===== src/rtl/collision_pkg.sv =====
`default_nettype none
// ---------------------------------------------------------------------------
// collision_pkg : shared types, defaults and address helper for the collision port
// Rev 1.0
// ---------------------------------------------------------------------------
package collision_pkg;

  localparam int              DEF_BG_W       = 500;
  localparam int              DEF_BG_H       = 500;
  localparam logic [3:0]      DEF_SOLID_CODE = 4'hF;

  typedef logic [17:0] bg_addr_t;
  typedef logic [3:0]  coll_code_t;

  // Row-major linear address; 499*500+499 = 249999 still fits in 18 bits.
  function automatic bg_addr_t xy_to_addr(input logic [8:0] x, input logic [8:0] y,
                                          input int w);
    return bg_addr_t'(32'(y) * 32'(w) + 32'(x));
  endfunction

endpackage
`default_nettype wire


===== src/rtl/rr_arbiter.sv =====
`default_nettype none
// ---------------------------------------------------------------------------
// rr_arbiter : single-grant round-robin arbiter, scan starts after last winner
// Rev 1.0
// ---------------------------------------------------------------------------
module rr_arbiter #(
  parameter  int N  = 4,
  localparam int IW = (N > 1) ? $clog2(N) : 1
) (
  input  logic          clock,
  input  logic          reset,
  input  logic [N-1:0]  req,
  input  logic          last_en,
  output logic [N-1:0]  grant,
  output logic [IW-1:0] grant_idx
);

  logic [IW-1:0] r_last;
  logic [IW-1:0] w_cand;
  logic          w_found;

  always_comb begin
    grant     = '0;
    grant_idx = '0;
    w_found   = 1'b0;
    w_cand    = '0;
    for (int k = 1; k <= N; k++) begin
      w_cand = IW'((int'(r_last) + k) % N);
      if (!w_found && req[w_cand]) begin
        w_found         = 1'b1;
        grant[w_cand]   = 1'b1;
        grant_idx       = w_cand;
      end
    end
  end

  always_ff @(posedge clock or posedge reset) begin
    if (reset) begin
      r_last <= IW'(N - 1);
    end else if (last_en) begin
      r_last <= grant_idx;
    end
  end

endmodule
`default_nettype wire


===== src/rtl/collision_port_arbiter.sv =====
`default_nettype none
// ---------------------------------------------------------------------------
// collision_port_arbiter : shares the background-ROM collision port among N_REQ requesters
// Rev 1.0
// ---------------------------------------------------------------------------
module collision_port_arbiter
  import collision_pkg::*;
#(
  parameter  int         N_REQ      = 4,
  parameter  int         BG_W       = DEF_BG_W,
  parameter  int         BG_H       = DEF_BG_H,
  parameter  coll_code_t SOLID_CODE = DEF_SOLID_CODE,
  localparam int         IW         = (N_REQ > 1) ? $clog2(N_REQ) : 1
) (
  input  logic                  clock,
  input  logic                  reset,
  input  logic [N_REQ-1:0]      req_valid,
  input  logic [N_REQ-1:0][8:0] req_x,
  input  logic [N_REQ-1:0][8:0] req_y,
  output logic [N_REQ-1:0]      req_ready,
  output logic [N_REQ-1:0]      rsp_valid,
  output coll_code_t            rsp_data,
  output bg_addr_t              collision_address,
  input  coll_code_t            q_collision
);

  logic [N_REQ-1:0] w_grant;
  logic [IW-1:0]    w_idx;
  logic [8:0]       w_x;
  logic [8:0]       w_y;
  logic             w_acc;
  logic             w_oob;

  bg_addr_t         r_addr;
  logic             r_s1_vld, r_s1_oob;
  logic [IW-1:0]    r_s1_id;
  logic             r_s2_vld, r_s2_oob;
  logic [IW-1:0]    r_s2_id;

  rr_arbiter #(.N(N_REQ)) u_arb (
    .clock     (clock),
    .reset     (reset),
    .req       (req_valid),
    .last_en   (w_acc),
    .grant     (w_grant),
    .grant_idx (w_idx)
  );

  assign req_ready = reset ? '0 : w_grant;
  assign w_acc     = |req_ready;
  assign w_x       = req_x[w_idx];
  assign w_y       = req_y[w_idx];
  assign w_oob     = (int'(w_x) >= BG_W) || (int'(w_y) >= BG_H);

  // OOB accepts leave the ROM address alone so the next in-bounds lookup is unaffected.
  always_ff @(posedge clock or posedge reset) begin
    if (reset) begin
      r_addr   <= '0;
      r_s1_vld <= 1'b0;
      r_s1_oob <= 1'b0;
      r_s1_id  <= '0;
      r_s2_vld <= 1'b0;
      r_s2_oob <= 1'b0;
      r_s2_id  <= '0;
    end else begin
      if (w_acc && !w_oob) begin
        r_addr <= xy_to_addr(w_x, w_y, BG_W);
      end
      r_s1_vld <= w_acc;
      r_s1_oob <= w_oob;
      r_s1_id  <= w_idx;
      r_s2_vld <= r_s1_vld;
      r_s2_oob <= r_s1_oob;
      r_s2_id  <= r_s1_id;
    end
  end

  assign collision_address = r_addr;

  always_comb begin
    rsp_valid = '0;
    rsp_data  = '0;
    if (r_s2_vld) begin
      rsp_valid[r_s2_id] = 1'b1;
      rsp_data           = r_s2_oob ? SOLID_CODE : q_collision;
    end
  end

endmodule
`default_nettype wire


===== config.mk =====
export PLATFORM = sky130hd
export DESIGN_NAME = collision_port_arbiter
export DESIGN_NICKNAME = d
export VERILOG_FILES = /design/src/rtl/collision_pkg.sv /design/src/rtl/rr_arbiter.sv /design/src/rtl/collision_port_arbiter.sv
export SDC_FILE = /design/constraint.sdc
export NUM_CORES = 1
export LEC_CHECK = 0
export ABC_AREA = 0
export CORE_AREA = 2 2 84 146
export CTS_CLUSTER_DIAMETER = 120
export DETAILED_ROUTE_END_ITERATION = 16
export DIE_AREA = 0 0 86 148
export PLACE_DENSITY_LB_ADDON = 0.25
export SLEW_MARGIN = 20
export SYNTH_ARGS = -nofsm -noshare
export SYNTH_HDL_FRONTEND = slang
export SYNTH_SLANG_ARGS = --single-unit

===== constraint.sdc =====
create_clock -name clock -period 10.7 [get_ports clock]
set_input_delay 1.07 -clock clock [delete_from_list [all_inputs] [get_ports clock]]
set_output_delay 1.07 -clock clock [all_outputs]
set_load 0.02 [all_outputs]

# == Word level (Yosys, flattened, before mapping) ==
# Index checks and enable logic that the tools add are counted.
# word_totals
regBits,28
input_bits,82
output_inout_bits,30
wordCells,82
# classes
add_sub_neg,5
mul,1
n_lt_le_gt_ge,13
muxes,37
bitwise,3
n_reduce_logical,15
# ops
cell,n
$bmux 9 s2,2
$mux 4,8
$add 18x9->18,1
$ge 9x9->1 const B,2
$lt 2x3->1 const B,6
$mux 9,2
$mul 9x7->16 const B,1
$mux 1,12
$or 4x4->4,3
$demux 1 s2,5
$ge 2x1->1 const B,5
$logic_and 1x1->1,9
$bmux 1 s2,4
$mux 2,4
$add 2x1->2 const B,2
$add 2x2->2 const B,2
$logic_not 1->1,4
$reduce_or 4->1,1
$logic_or 1x1->1,1

# == Longest topological paths before layout ==
# logic_depth
depth_word,19
depth_mapped,30
mapped_depth_nobuf,28

# == By module ==
# Synthesis repeated with hierarchy kept, for this count alone.
# hier_totals
cells_unflattened,417
hier_area_um2,4287.9
# modules_own_cells
module,n_inst,cells_each,area_per_inst_um2,seq_area_each_um2
collision_port_arbiter,1,350,3719.8,650.6
rr_arbiter,1,67,568.0,52.6

# == Worst setup path after synthesis ==
# OpenSTA, ideal clock, no wires.
# synth_timing
path_kind,input port to flip-flop
start,input port req_valid[3]
end,"register r_addr[16], in the netlist collision_address[16]"
setup_time_ns,0.127
t_arrival_ns,7.394
t_required_ns,10.573
slack_ns,3.178
path_stages,29
n_path_buf,3
path_cell_list,buf_6 > mux2_1 > a211oi_1 > nor3_2 > buf_6 > clkbuf_1 > mux2i_1 > mux2i_1 > inv_1 > fa_1 > xnor2_1 > ha_1 > inv_1 > fa_1 > fa_1 > inv_1 > ha_1 > o21ai_1 > nor2_1 > nor2_1 > ha_1 > nor2_1 > nor2_1 > inv_1 > a2111oi_0 > nand2b_1 > nor4_1 > xnor2_1 > mux2_1
# synth_between
elab_chain_cells,18
word_cells_on_any_way,41
cone_classes,add/sub: 1; mul: 1; order compare: 2; mux: 24; bitwise: 3; reduce/logical: 10
# synth_lines
item,line_no,source
from (decl),collision_port_arbiter.sv:17,"input logic [N_REQ-1:0] req_valid,"
branches (longest 18 deep; another with $bmux 1 s2),-,
to (signal assigned),collision_port_arbiter.sv:67,"r_addr <= xy_to_addr(w_x, w_y, BG_W);"
to (decl),collision_port_arbiter.sv:34,bg_addr_t r_addr;
# Parallel ways; which one is timed is not known. The select of a mux whose other input is x is not followed.
# A chain may end at the register's enable or synchronous reset.

# == Worst setup path in the final report ==
# layout_timing
start,input port req_valid[3]
end,"register r_addr[17], in the netlist collision_address[17]"
# Same word-level chain as after synthesis.

==> out/results.tsv <==
metric	value	unit
timing.critical_path.arrival	8400	ps
totalNegativeSetupSlack	0	ps
wl_per_cell	17.4	µm
yosysTopAreaCell	sky130_fd_sc_hd__ha_1	
synth_enable_flop_cells	0	
cap_viol_max_count	0	
total_nets_after_synthesis	663	
worstHoldStart	r_s1_vld	
vias	4068	
layout-area-overhead-vs-synth	28.5	%
netlist_instances	496	
timing.hold.worst_path_depth	0	
run_status	finished, final reports clean	
start_util	0.392	
wire_length_of_the_first_global_routing_pass	21.0	mm
crit_buf_inv	5	
worst-slew-pin-transition	784	ps
track_usage	0.208	
clockRootBuffer	sky130_fd_sc_hd__clkbuf_16	
synth-seq-area-share	0.156	
crit_required	10830	ps
timing.reg2reg.worst_path_depth	28	
floorplan.core_area	0.0115	mm²
place_hpwl	10.9	mm
antenna_violating_nets_post_route	0	
timing.critical_path.from_type	primary input	
route.detailed.drc	0	
cts_tree	yes	
proportion_of_synthesized_area_in_mux_cells	0.143	
synth_area_leaders	sky130_fd_sc_hd__ha_1 (16%), sky130_fd_sc_hd__dfrtp_1 (14%), sky130_fd_sc_hd__fa_1 (12%)	
clock_tree.htree_level_count	1	
rows	52	
worst_path_max_delay_cell	sky130_fd_sc_hd__clkdlybuf4s50_1	
synth_area_in_adders	0.279	
setup_viol_count_final	0	
drt_iter0_drc	145	
initial_antenna_violation_count	1	
worst_setup_path_end_kind	flop	
cts.repair_timing.setup_buffer_count	0	
final_number_of_hold_violating_endpoints	0	
hp-class	reg -> reg	
timing.final.max_slew_violations	0	
grt_setup_unrepaired	no	
crit-reg2reg-capture	collision_address[17]	
path_common_cell	sky130_fd_sc_hd__nor2_1	
synth_area_per_cell	9.11	µm²
filler_cells	1077	
via_count_of_the_first_global_routing_pass	4173	
cts_sinks	28	
die_boundary_width	86	µm
post_cts.resized_instances	0	
ys_async_sr_fraction	1.00	
criticalPathCategory	in -> reg	
worst_slew_margin_rel	0.464	
maximum_number_of_pins_on_one_net_before_global_route_repair	41	
synth-main-ff-cell	sky130_fd_sc_hd__dfrtp_1	
cp_slowest_stage_delay	570	ps
port_buffers	111	
max_freq	0.121	GHz
min_delay_worst_endpoint	r_s2_vld	
post_cts_hold_buffer_count	0	
final_min_period_over_clock_period	0.773	
design.die.area	0.0127	mm²
floorplan.die.height	148	µm
synth_compound_area_frac	0.157	
number_of_buffers_added_by_the_clock_tree_synthesis_step	3	
number_of_warnings_printed_during_yosys_synthesis	0	
fin_nets	764	
place_congestion	0.882	
drt_first_pass_iters	7	
top_level_ports	112	
wl	12.7	mm
insertion_delay	270	ps
drive_gt1_frac	0.0621	
worst_r2r_startpoint	u_arb.r_last[0]	
reg2reg_setup_slack	2590	ps
synth_seq_cells	28	
fin_worst_hold_slack	350	ps
yosysTopAreaCellShare	0.163	
cts.reportedPaths.clkPinSlew	70	ps
synth_area	0.00452	mm²
critPathMaxFanout	40	
main_combinational_cell_family_by_area_after_synthesis	adder cells	
finalCriticalPeriod	8270	ps
vias_per_cell	5.56	
cpLargestDelayFamily	adder cells	
ctsLongestPathBuffers	2	
synth-simple-area-share	0.151	
count_of_cell_types_in_the_netlist	70	
synthXorXnorAreaFrac	0.0349	
final_setup_skew	4.44	ps
sum_of_overflow_across_all_layers_after_global_routing	0	
-- cells in the mapped netlist, types with 7 or more instances --
| cell | number |
|---|---|
| sky130_fd_sc_hd__inv_1 | 64 |
| sky130_fd_sc_hd__ha_1 | 59 |
| sky130_fd_sc_hd__nand2_1 | 40 |
| sky130_fd_sc_hd__nor2_1 | 27 |
| sky130_fd_sc_hd__dfrtp_1 | 26 |
| sky130_fd_sc_hd__fa_1 | 26 |
| sky130_fd_sc_hd__mux2i_1 | 25 |
| sky130_fd_sc_hd__o21ai_0 | 18 |
| sky130_fd_sc_hd__a21oi_1 | 15 |
| sky130_fd_sc_hd__xnor2_1 | 14 |
| sky130_fd_sc_hd__nand2b_1 | 11 |
| sky130_fd_sc_hd__mux2_1 | 10 |
| sky130_fd_sc_hd__nand3_1 | 10 |
| sky130_fd_sc_hd__nor3_1 | 10 |
| sky130_fd_sc_hd__o211ai_1 | 9 |
| sky130_fd_sc_hd__a31oi_1 | 8 |
| sky130_fd_sc_hd__clkbuf_1 | 8 |
| sky130_fd_sc_hd__mux2_2 | 8 |
| sky130_fd_sc_hd__mux2_4 | 7 |
-- stage by stage --
step	instance area [µm²]	setup WS, ps	util	std cells
3_3_place_gp	5700	2370	0.495	727
5_1_grt	5800	1800	0.504	732
2_1_floorplan	4520	3180	-	496
6_report	5800	2430	0.504	732
3_5_place_dp	5700	2160	0.495	727
4_1_cts	5800	2410	0.504	731
-- per-layer routing --
layer | track usage | vias to the layer above | share of wire
met5 | 0 | - | 0
met1 | 0.209 | 1974 | 0.34
met3 | 0.0151 | 31 | 0.030
met4 | 0.0881 | 0 | 0.046
li1 | - | 1957 | -
met2 | 0.418 | 106 | 0.59
-- cells by family (layout without fill, tap and decap cells) --
kind of cell | after synthesis | in the layout
other | 0 | 1
flip-flops | 28 | 28
AO/OA/AOI/OAI | 99 | 99
adder cells (fa/ha/maj) | 85 | 85
AND/OR/NAND/NOR | 132 | 132
XOR/XNOR | 18 | 18
multiplexers | 54 | 54
buffers and inverters | 80 | 180
-- cells in the final DEF (no fill, tap or decap), types with 8 or more instances in the layout --
cell type / Yosys / routed
sky130_fd_sc_hd__o211ai_1: 9 / 9
sky130_fd_sc_hd__inv_1: 64 / 63
sky130_fd_sc_hd__a21oi_1: 15 / 15
sky130_fd_sc_hd__o21ai_0: 18 / 18
sky130_fd_sc_hd__clkdlybuf4s50_1: 0 / 111
sky130_fd_sc_hd__nor3_1: 10 / 10
sky130_fd_sc_hd__xnor2_1: 14 / 14
sky130_fd_sc_hd__nor2_1: 27 / 27
sky130_fd_sc_hd__nand2_1: 40 / 40
sky130_fd_sc_hd__mux2_1: 10 / 10
sky130_fd_sc_hd__dfrtp_1: 26 / 26
sky130_fd_sc_hd__ha_1: 59 / 59
sky130_fd_sc_hd__mux2_2: 8 / 8
sky130_fd_sc_hd__nand2b_1: 11 / 11
sky130_fd_sc_hd__mux2i_1: 25 / 25
sky130_fd_sc_hd__fa_1: 26 / 26
sky130_fd_sc_hd__a31oi_1: 8 / 8
sky130_fd_sc_hd__nand3_1: 10 / 10
-- worst register-to-register path: cells and delay by family, from the launching register on --
kind / cells / cell delay [ps]
xor gates and xnor gates: 1 / 190
AOI/OAI and AO/OA: 6 / 1070
buffers and inverters: 5 / 560
and+or+nand+nor: 8 / 2100
DFF: 1 / 750
adders and majority gates: 7 / 2790
muxes: 1 / 530
-- area by class of cell --
type	count	area [µm²]	area share
Timing Repair Buffer	112	1120	0.193
Multi-Input combinational cell	388	3460	0.597
Sequential cell	28	703	0.121
Tap cell	135	169	0.0291
Antenna cell	1	2.50	0.000431
Clock inverter	1	30.0	0.00517
Clock buffer	3	75.1	0.0129
Inverter	64	240	0.0414
-- how the worst max path moves through the flow --
stage	cells after the start	from	end	slack, ps
global route	28	req_valid[3]	collision_address[16]	1800
floorplan	29	req_valid[3]	collision_address[16]	3180
finish	28	req_valid[3]	collision_address[17]	2430
global placement	28	req_valid[3]	collision_address[17]	2370
CTS	28	req_valid[3]	collision_address[16]	2410
detailed placement	28	req_valid[3]	collision_address[16]	2160
-- sequential cells by signal, summed over array words and instances, names as in the netlist --
name and count:
r_s2_vld 1, r_s1_vld 1, u_arb.r_last 2, r_s1_oob 1, r_s2_id 2, r_s2_oob 1, collision_address 18, r_s1_id 2
Power is left out: the tool's default activity adds up to more than one toggle a clock period on the data nets, which glitch-free logic cannot reach.
